--- src/rtl/tx_flow_scheduler_pkg.sv ---
// Shared types and helpers for the TX flow scheduler.
package tx_flow_scheduler_pkg;

  localparam int LMAX_CCIP_BATCH = 2;

  typedef logic [2:0] tx_batch_t;

  typedef enum logic [1:0] {
    IDLE = 2'd0,
    POP  = 2'd1,
    GAP  = 2'd2
  } tx_sched_state_t;

  // log2 batch size to line count; anything above 2 clamps to 4 lines.
  function automatic tx_batch_t batch_size(input logic [LMAX_CCIP_BATCH-1:0] l_batch);
    return (l_batch >= 2'd2) ? 3'd4 : ((l_batch == 2'd1) ? 3'd2 : 3'd1);
  endfunction

endpackage

--- src/rtl/tx_flow_scheduler_if.sv ---
// Flow-FIFO side of the scheduler: occupancy in, pop strobes and status out.
interface tx_flow_scheduler_if #(
  parameter int LMAX_NUM_OF_FLOWS = 1,
  parameter int LTX_FIFO_DEPTH    = 3
);
  localparam int MAX_TX_FLOWS = 2**LMAX_NUM_OF_FLOWS;

  logic [MAX_TX_FLOWS*LTX_FIFO_DEPTH-1:0] ff_dw_in;
  logic [MAX_TX_FLOWS-1:0]                ff_pop_en_out;
  logic [LMAX_NUM_OF_FLOWS-1:0]           sched_flow_id_out;
  logic                                   batch_start_out;
  logic                                   busy_out;
  logic [MAX_TX_FLOWS*32-1:0]             grant_cnt_out;

  modport master (
    input  ff_dw_in,
    output ff_pop_en_out, sched_flow_id_out, batch_start_out, busy_out, grant_cnt_out
  );

  modport slave (
    output ff_dw_in,
    input  ff_pop_en_out, sched_flow_id_out, batch_start_out, busy_out, grant_cnt_out
  );
endinterface

--- src/rtl/tx_flow_scheduler_rr_flow_picker.sv ---
// Combinational rotated priority encoder: first flow at or after rr_ptr
// (wrapping at number_of_flows) whose occupancy covers the batch.
module tx_flow_scheduler_rr_flow_picker
  import tx_flow_scheduler_pkg::*;
#(
  parameter int LMAX_NUM_OF_FLOWS = 1,
  parameter int LTX_FIFO_DEPTH    = 3
) (
  input  logic [(2**LMAX_NUM_OF_FLOWS)*LTX_FIFO_DEPTH-1:0] ff_dw,
  input  logic [LMAX_NUM_OF_FLOWS-1:0]                     rr_ptr,
  input  logic [LMAX_NUM_OF_FLOWS-1:0]                     number_of_flows,
  input  tx_batch_t                                        batch,
  output logic                                             hit,
  output logic [LMAX_NUM_OF_FLOWS-1:0]                     flow_id
);
  localparam int N  = 2**LMAX_NUM_OF_FLOWS;
  localparam int FW = LMAX_NUM_OF_FLOWS;
  localparam int D  = LTX_FIFO_DEPTH;

  logic [N-1:0]  eligible;
  logic [FW-1:0] idx_sel;

  generate
    for (genvar gi = 0; gi < N; gi++) begin : g_elig
      assign eligible[gi] = (32'(ff_dw[gi*D +: D]) >= 32'(batch)) &&
                            (int'(gi) <= int'(number_of_flows));
    end
  endgenerate

  always_comb begin
    int base;
    int idx;
    hit     = 1'b0;
    flow_id = '0;
    idx_sel = '0;
    idx     = 0;
    // A stale pointer beyond the active range (after a shrink) restarts at 0.
    base = (int'(rr_ptr) > int'(number_of_flows)) ? 0 : int'(rr_ptr);
    for (int k = 0; k < N; k++) begin
      if (k <= int'(number_of_flows)) begin
        idx = base + k;
        if (idx > int'(number_of_flows)) idx = idx - int'(number_of_flows) - 1;
        idx_sel = FW'(idx);
        if (!hit && eligible[idx_sel]) begin
          hit     = 1'b1;
          flow_id = idx_sel;
        end
      end
    end
  end

endmodule

--- src/rtl/tx_flow_scheduler.sv ---
// Batch-aware round-robin TX flow scheduler: grants one eligible flow and issues
// exactly one batch of contiguous pops. Optional grant counters: TX_SCHED_STATS_EN.
module tx_flow_scheduler
  import tx_flow_scheduler_pkg::*;
#(
  parameter int NIC_ID            = 0,
  parameter int LMAX_NUM_OF_FLOWS = 1,
  parameter int LTX_FIFO_DEPTH    = 3,
  parameter int GAP_CYCLES        = 2
) (
  input  logic                         clk,
  input  logic                         reset,
  input  logic                         start,
  input  logic [LMAX_NUM_OF_FLOWS-1:0] number_of_flows,
  input  logic [LMAX_CCIP_BATCH-1:0]   l_tx_batch_size,
  input  logic                         c1_almost_full,
  tx_flow_scheduler_if.master          sif
);
  localparam int MAX_TX_FLOWS = 2**LMAX_NUM_OF_FLOWS;
  localparam int FW           = LMAX_NUM_OF_FLOWS;

  if (GAP_CYCLES < 1 || GAP_CYCLES > 7) begin : g_bad_gap
    $error("tx_flow_scheduler NIC %0d: GAP_CYCLES must be in 1..7", NIC_ID);
  end

  tx_sched_state_t         state_reg;
  logic [FW-1:0]           rr_ptr_reg;
  logic [FW-1:0]           flow_reg;
  logic [FW-1:0]           nof_reg;
  tx_batch_t               batch_reg;
  tx_batch_t               pop_cnt_reg;
  logic [2:0]              gap_cnt_reg;
  logic [MAX_TX_FLOWS-1:0] pop_en_reg;
  logic                    batch_start_reg;
  logic                    busy_reg;

  tx_batch_t     cur_batch;
  logic          pick_hit;
  logic [FW-1:0] pick_flow;

  assign cur_batch = batch_size(l_tx_batch_size);

  tx_flow_scheduler_rr_flow_picker #(
    .LMAX_NUM_OF_FLOWS (LMAX_NUM_OF_FLOWS),
    .LTX_FIFO_DEPTH    (LTX_FIFO_DEPTH)
  ) u_picker (
    .ff_dw           (sif.ff_dw_in),
    .rr_ptr          (rr_ptr_reg),
    .number_of_flows (number_of_flows),
    .batch           (cur_batch),
    .hit             (pick_hit),
    .flow_id         (pick_flow)
  );

  // Once a batch is granted it runs to completion: almost-full and start are
  // only consulted in IDLE so multi-line writes stay contiguous.
  always_ff @(posedge clk) begin
    if (reset) begin
      state_reg       <= IDLE;
      rr_ptr_reg      <= '0;
      flow_reg        <= '0;
      nof_reg         <= '0;
      batch_reg       <= '0;
      pop_cnt_reg     <= '0;
      gap_cnt_reg     <= '0;
      pop_en_reg      <= '0;
      batch_start_reg <= 1'b0;
      busy_reg        <= 1'b0;
    end else begin
      batch_start_reg <= 1'b0;
      case (state_reg)
        IDLE: begin
          if (start && !c1_almost_full && pick_hit) begin
            state_reg       <= POP;
            busy_reg        <= 1'b1;
            flow_reg        <= pick_flow;
            nof_reg         <= number_of_flows;
            batch_reg       <= cur_batch;
            pop_cnt_reg     <= 3'd1;
            pop_en_reg      <= MAX_TX_FLOWS'(1) << pick_flow;
            batch_start_reg <= 1'b1;
          end
        end
        POP: begin
          if (pop_cnt_reg == batch_reg) begin
            state_reg   <= GAP;
            pop_en_reg  <= '0;
            gap_cnt_reg <= 3'd1;
            rr_ptr_reg  <= (flow_reg == nof_reg) ? '0 : flow_reg + FW'(1);
          end else begin
            pop_cnt_reg <= pop_cnt_reg + 3'd1;
          end
        end
        GAP: begin
          if (gap_cnt_reg == 3'(GAP_CYCLES)) begin
            state_reg <= IDLE;
            busy_reg  <= 1'b0;
          end else begin
            gap_cnt_reg <= gap_cnt_reg + 3'd1;
          end
        end
        default: begin
          state_reg  <= IDLE;
          pop_en_reg <= '0;
          busy_reg   <= 1'b0;
        end
      endcase
    end
  end

  assign sif.ff_pop_en_out     = pop_en_reg;
  assign sif.sched_flow_id_out = flow_reg;
  assign sif.batch_start_out   = batch_start_reg;
  assign sif.busy_out          = busy_reg;

`ifdef TX_SCHED_STATS_EN
  generate
    for (genvar gi = 0; gi < MAX_TX_FLOWS; gi++) begin : g_stats
      logic [31:0] grant_cnt_reg;
      always_ff @(posedge clk) begin
        if (reset) begin
          grant_cnt_reg <= '0;
        end else if (batch_start_reg && (flow_reg == FW'(gi))) begin
          grant_cnt_reg <= grant_cnt_reg + 32'd1;
        end
      end
      assign sif.grant_cnt_out[gi*32 +: 32] = grant_cnt_reg;
    end
  endgenerate
`else
  assign sif.grant_cnt_out = '0;
`endif

endmodule

--- src/flat_wrapper.sv ---
// flat-port wrapper written by rule: the top's interface ports become plain ports
module tx_flow_scheduler_flat import tx_flow_scheduler_pkg::*;
#(
  parameter int NIC_ID            = 0,
  parameter int LMAX_NUM_OF_FLOWS = 1,
  parameter int LTX_FIFO_DEPTH    = 3,
  parameter int GAP_CYCLES        = 2
)
  (clk, reset, start, number_of_flows, l_tx_batch_size, c1_almost_full, sif_ff_dw_in, sif_ff_pop_en_out, sif_sched_flow_id_out, sif_batch_start_out, sif_busy_out, sif_grant_cnt_out);
  tx_flow_scheduler_if #(.LMAX_NUM_OF_FLOWS(LMAX_NUM_OF_FLOWS), .LTX_FIFO_DEPTH(LTX_FIFO_DEPTH)) sif_i ();
  input  logic clk;
  input  logic reset;
  input  logic start;
  input  logic [LMAX_NUM_OF_FLOWS-1:0] number_of_flows;
  input  logic [LMAX_CCIP_BATCH-1:0] l_tx_batch_size;
  input  logic c1_almost_full;
  input wire logic [$bits(sif_i.ff_dw_in)-1:0] sif_ff_dw_in;
  output wire logic [$bits(sif_i.ff_pop_en_out)-1:0] sif_ff_pop_en_out;
  output wire logic [$bits(sif_i.sched_flow_id_out)-1:0] sif_sched_flow_id_out;
  output wire logic [$bits(sif_i.batch_start_out)-1:0] sif_batch_start_out;
  output wire logic [$bits(sif_i.busy_out)-1:0] sif_busy_out;
  output wire logic [$bits(sif_i.grant_cnt_out)-1:0] sif_grant_cnt_out;
  assign sif_i.ff_dw_in = sif_ff_dw_in;
  assign sif_ff_pop_en_out = sif_i.ff_pop_en_out;
  assign sif_sched_flow_id_out = sif_i.sched_flow_id_out;
  assign sif_batch_start_out = sif_i.batch_start_out;
  assign sif_busy_out = sif_i.busy_out;
  assign sif_grant_cnt_out = sif_i.grant_cnt_out;
  tx_flow_scheduler #(.NIC_ID(NIC_ID), .LMAX_NUM_OF_FLOWS(LMAX_NUM_OF_FLOWS), .LTX_FIFO_DEPTH(LTX_FIFO_DEPTH), .GAP_CYCLES(GAP_CYCLES)) u_core (.clk(clk), .reset(reset), .start(start), .number_of_flows(number_of_flows), .l_tx_batch_size(l_tx_batch_size), .c1_almost_full(c1_almost_full), .sif(sif_i));
endmodule
--- config.mk ---
export PLATFORM = sky130hd
export DESIGN_NAME = tx_flow_scheduler_flat
export DESIGN_NICKNAME = d
export VERILOG_FILES = /design/src/rtl/tx_flow_scheduler_pkg.sv /design/src/rtl/tx_flow_scheduler_if.sv /design/src/rtl/tx_flow_scheduler_rr_flow_picker.sv /design/src/rtl/tx_flow_scheduler.sv /design/src/flat_wrapper.sv
export SDC_FILE = /design/constraint.sdc
export NUM_CORES = 1
export LEC_CHECK = 0
export CAP_MARGIN = 20
export CORE_ASPECT_RATIO = 1.2
export CORE_UTILIZATION = 39
export DETAILED_ROUTE_END_ITERATION = 10
export GPL_TIMING_DRIVEN = 0
export PLACE_DENSITY = 0.88
export SLEW_MARGIN = 10
export SYNTH_ARGS = -nofsm -noshare
export SYNTH_HDL_FRONTEND = slang
export SYNTH_SLANG_ARGS = --single-unit
--- constraint.sdc ---
create_clock -name clk -period 2.3 [get_ports clk]
set_input_delay 0.575 -clock clk [delete_from_list [all_inputs] [get_ports clk]]
set_output_delay 0.575 -clock clk [all_outputs]
set_load 0.03 [all_outputs]
==> metrics.md <==
| Metric | Value |
|---|---|
| Via-to-Cell Ratio | `around 4` |
| Mapped Area | `around 1500 µm²` |
| CP Launch Type | `input port` |
| Setup crit end kind | `flop` |
| Largest net degree at the start of global routing | `11` |
| Final HPWL DP | `approximately 2000 µm` |
| Placed cell areas | `about 1900 µm²` |
| RD Place Congestion | `slightly above 0.8` |
| Post-synthesis sequential area ratio | `0.2459` |
| Fin. max-slew vios | `0` |
| Achievable Freq | `448.6 MHz` |
| TritonCTS Buffers | `3` |
| Reg clk slew, reported paths | `60 ps` |
| Ports | `82` |
| Worst skew pair latency | `260 ps` |
| Post-route cell area | `1989 µm²` |
| Initial DRC Count | `32` |
| Final hold vios | `0` |
| Yosys reg bits | `18` |
| Count of non-filler cells in the finished layout | `between 200 and 300` |
| Post-synth EDFFs | `0` |
| Initial antenna violation count | `0` |
| Maxcap violations | `0` |
| Number of fill cells in the layout | `360` |
| Status | `complete, but fails checks` |
| Final ANT Viol Nets | `0` |
| Hold/Removal Path Class | `reg -> reg` |
| Post-layout nets | `283` |
| Unrepaired setup endpoints after global routing | `true` |
| Overall routing resource usage | `0.1261` |
| Most used DFF post-synth | `dfxtp_1` |
| Setup violators final | `0` |
| Worst-path fanout max | `5` |
| Grt ovf | `0` |
| DRT Wirelength | `approximately 2500 µm` |
| Die area | `about 4000 µm²` |
| Switch share | `0.3617` |
| Cells after DPL | `about 290` |
| Vias | `around 1200` |
| DRC viols | `9` |
| Hold bufs inserted after CTS | `0` |
| Maximum buffer depth of the clock tree | `2` |
| Vias in the first global route | `about 960` |
| P&R area growth vs syn | `35.78%` |
| Clk sinks | `18` |
| Final worst-path cycle share | `0.9692` |
| First-pass GRT wire length | `approximately 4000 µm` |
| Violated checks | `design-rule violations` |
| Leakage | `0.001031 µW` |
| Initial core utilization | `0.4066` |
| Int Pwr | `~620 µW` |
| Tot Pwr | `970.8 µW` |
| Asr flop ratio synth | `0` |
| Post-Synthesis Mean Instance Area | `8.325 µm²` |
| Synthesis Warnings | `0` |
| # H-tree levels | `1` |
| Core ar. | `approximately 3600 µm²` |
| Maximum vdd drop | `roughly 0.28 mV` |
| Reg area | `approximately 360 µm²` |
| Post-layout util | `0.5521` |
| DR pass1 iterations | `7` |
| Fraction of layout cells with a size suffix above 1 | `0.3115` |
| Die height | `69.14 µm` |
| Final min period | `approximately 2200 ps` |
| Multi-input gate area | `between 800 and 900 µm²` |
| Die width | `slightly below 60 µm` |
| Synth unique cells | `35` |
| Worst setup path class | `in -> reg` |
| CP Data Arrival Time | `between 2000 and 2500 ps` |
| Gate power share | `0.388` |
| Switching pwr | `about 350 µW` |
| Worst Skew | `around 3.6 ps` |
| Seq pwr share | `0.346` |
| CTS root buf | `clkbuf_8` |
| Cell Rows | `24` |
| CTS tree | `yes` |
| Pwr Density | `between 400 and 500 nW/µm²` |
| Antenna cell count | `0` |
| CP required | `~2500 ps` |
| Clock power frac | `0.265` |
| Synthesized instance count | `approximately 180` |
| Hold WS | `roughly 460 ps` |
| Port buffer count | `16` |
| Drt wl/cell | `8.314 µm` |
==> metrics by stage <==
step	TNS (ps)	setup slack, ps
after floorplan	0	378.1
after global placement	-1450	-270.6
after detailed placement	-1840	-306.6
after CTS	0	38.39
after global routing	-209.2	-80.00
final	0	70.90
==> cell families after synthesis <==
family,after synthesis,share of synthesized area
AND/OR/NAND/NOR,35,0.1358
XOR/XNOR,5,0.02989
flip-flops,18,0.2459
buffers and inverters,72,0.3484
AO/OA/AOI/OAI,36,0.1605
adder cells (fa/ha/maj),9,0.07686
other,1,0.002559
==> cell type report <==
| cell class | instances | area share |
|---|---|---|
| multi-input combinational | 149 | 0.4258 |
| buffer | 66 | 0.2453 |
| sequential | 18 | 0.1811 |
| timing repair buffer | 17 | 0.08428 |
| clock buffer | 4 | 0.02767 |
| tap | 39 | 0.02453 |
| inverter | 6 | 0.01132 |
==> power groups by stage <==
stage / logic [µW] / registers [µW] / clock network, µW
floorplan: 305 / 350 / 0
global placement: 360 / 342 / 0
detailed placement: 363 / 343 / 0
CTS: 368 / 336 / 269
global route: 405 / 338 / 279
finish: 377 / 336 / 258
==> layer usage <==
| metal | global-route usage | vias to the layer above | share of wire | routed length, µm |
|---|---|---|---|---|
| met5 | 0 | - | 0 | 0 |
| met4 | 0.06349 | 0 | 0.022 | 55 |
| met3 | 0.02814 | 5 | 0.11 | 269 |
| met2 | 0.2248 | 55 | 0.49 | 1208 |
| met1 | 0.1347 | 489 | 0.38 | 953 |
| li1 | - | 625 | - | - |
==> cell usage in the layout, fill, tap and decap left out, drive strengths merged <==
cell type      Yosys  layout
nand3              5       5
and2b              1       1
o31a               1       1
or3                1       1
a31oi              1       1
a221oi             1       1
o21a               1       1
inv                6       6
nor2b              3       3
a21oi             16      16
nor3               3       3
a32o               1       1
dfxtp             18      18
ha                 9       9
nand2              7       7
nand3b             1       1
xnor2              4       4
conb               1      64
clkbuf             1       5
and2               2       2
xor2               1       1
a21o               3       3
nor3b              1       1
nor2               7       7
o32a               1       1
buf               65      66
nand2b             4       4
clkdlybuf4s50      0      16
o21ai             11      11
==> worst paths after layout <==
| check | start | to | slack, ps | cells past startpoint |
|---|---|---|---|---|
| min reg2reg | u_core.sif.busy_out$_SDFFE_PP0P_ | u_core.sif.busy_out$_SDFFE_PP0P_ | 460 | 1 |
| max | l_tx_batch_size[1] | u_core.pop_cnt_reg[1]$_SDFFE_PP0P_ | 70 | 9 |
| max reg2reg | u_core.pop_cnt_reg[0]$_SDFFE_PP0P_ | u_core.gap_cnt_reg[1]$_SDFFE_PP0P_ | 930 | 5 |
| min | u_core.sif.busy_out$_SDFFE_PP0P_ | u_core.sif.busy_out$_SDFFE_PP0P_ | 460 | 1 |
==> synth_stat cells (2+ instances only) <==
master | instances | area (µm²)
nor2b_1 | 3 | 18.77
o21ai_0 | 7 | 35.03
inv_1 | 6 | 22.52
nand2_1 | 7 | 26.28
o21ai_1 | 2 | 10.01
nand3_1 | 5 | 25.02
dfxtp_1 | 18 | 360.4
xnor2_1 | 4 | 35.03
and2_1 | 2 | 12.51
a21oi_1 | 15 | 75.07
buf_4 | 64 | 480.5
nor2_1 | 6 | 22.52
o21ai_2 | 2 | 17.52
nor3_1 | 2 | 10.01
ha_1 | 9 | 112.6
a21o_1 | 3 | 22.52
nand2b_1 | 3 | 18.77
==> repair_timing <==
action	CTS	global route
endpoints found under the setup margin	1	5
gates resized for setup	1	4
setup buffers	0	1
pin swaps	0	1
==> worst max-delay path, stage by stage <==
cell	delay [ps]
clkdlybuf4s50_1	480
inv_2	100
nand2_1	100
ha_1	290
nand2_1	60
o21ai_2	260
a21o_1	180
a21oi_1	110
a32o_1	220
Note: power is estimated with default switching activity, not from simulation.
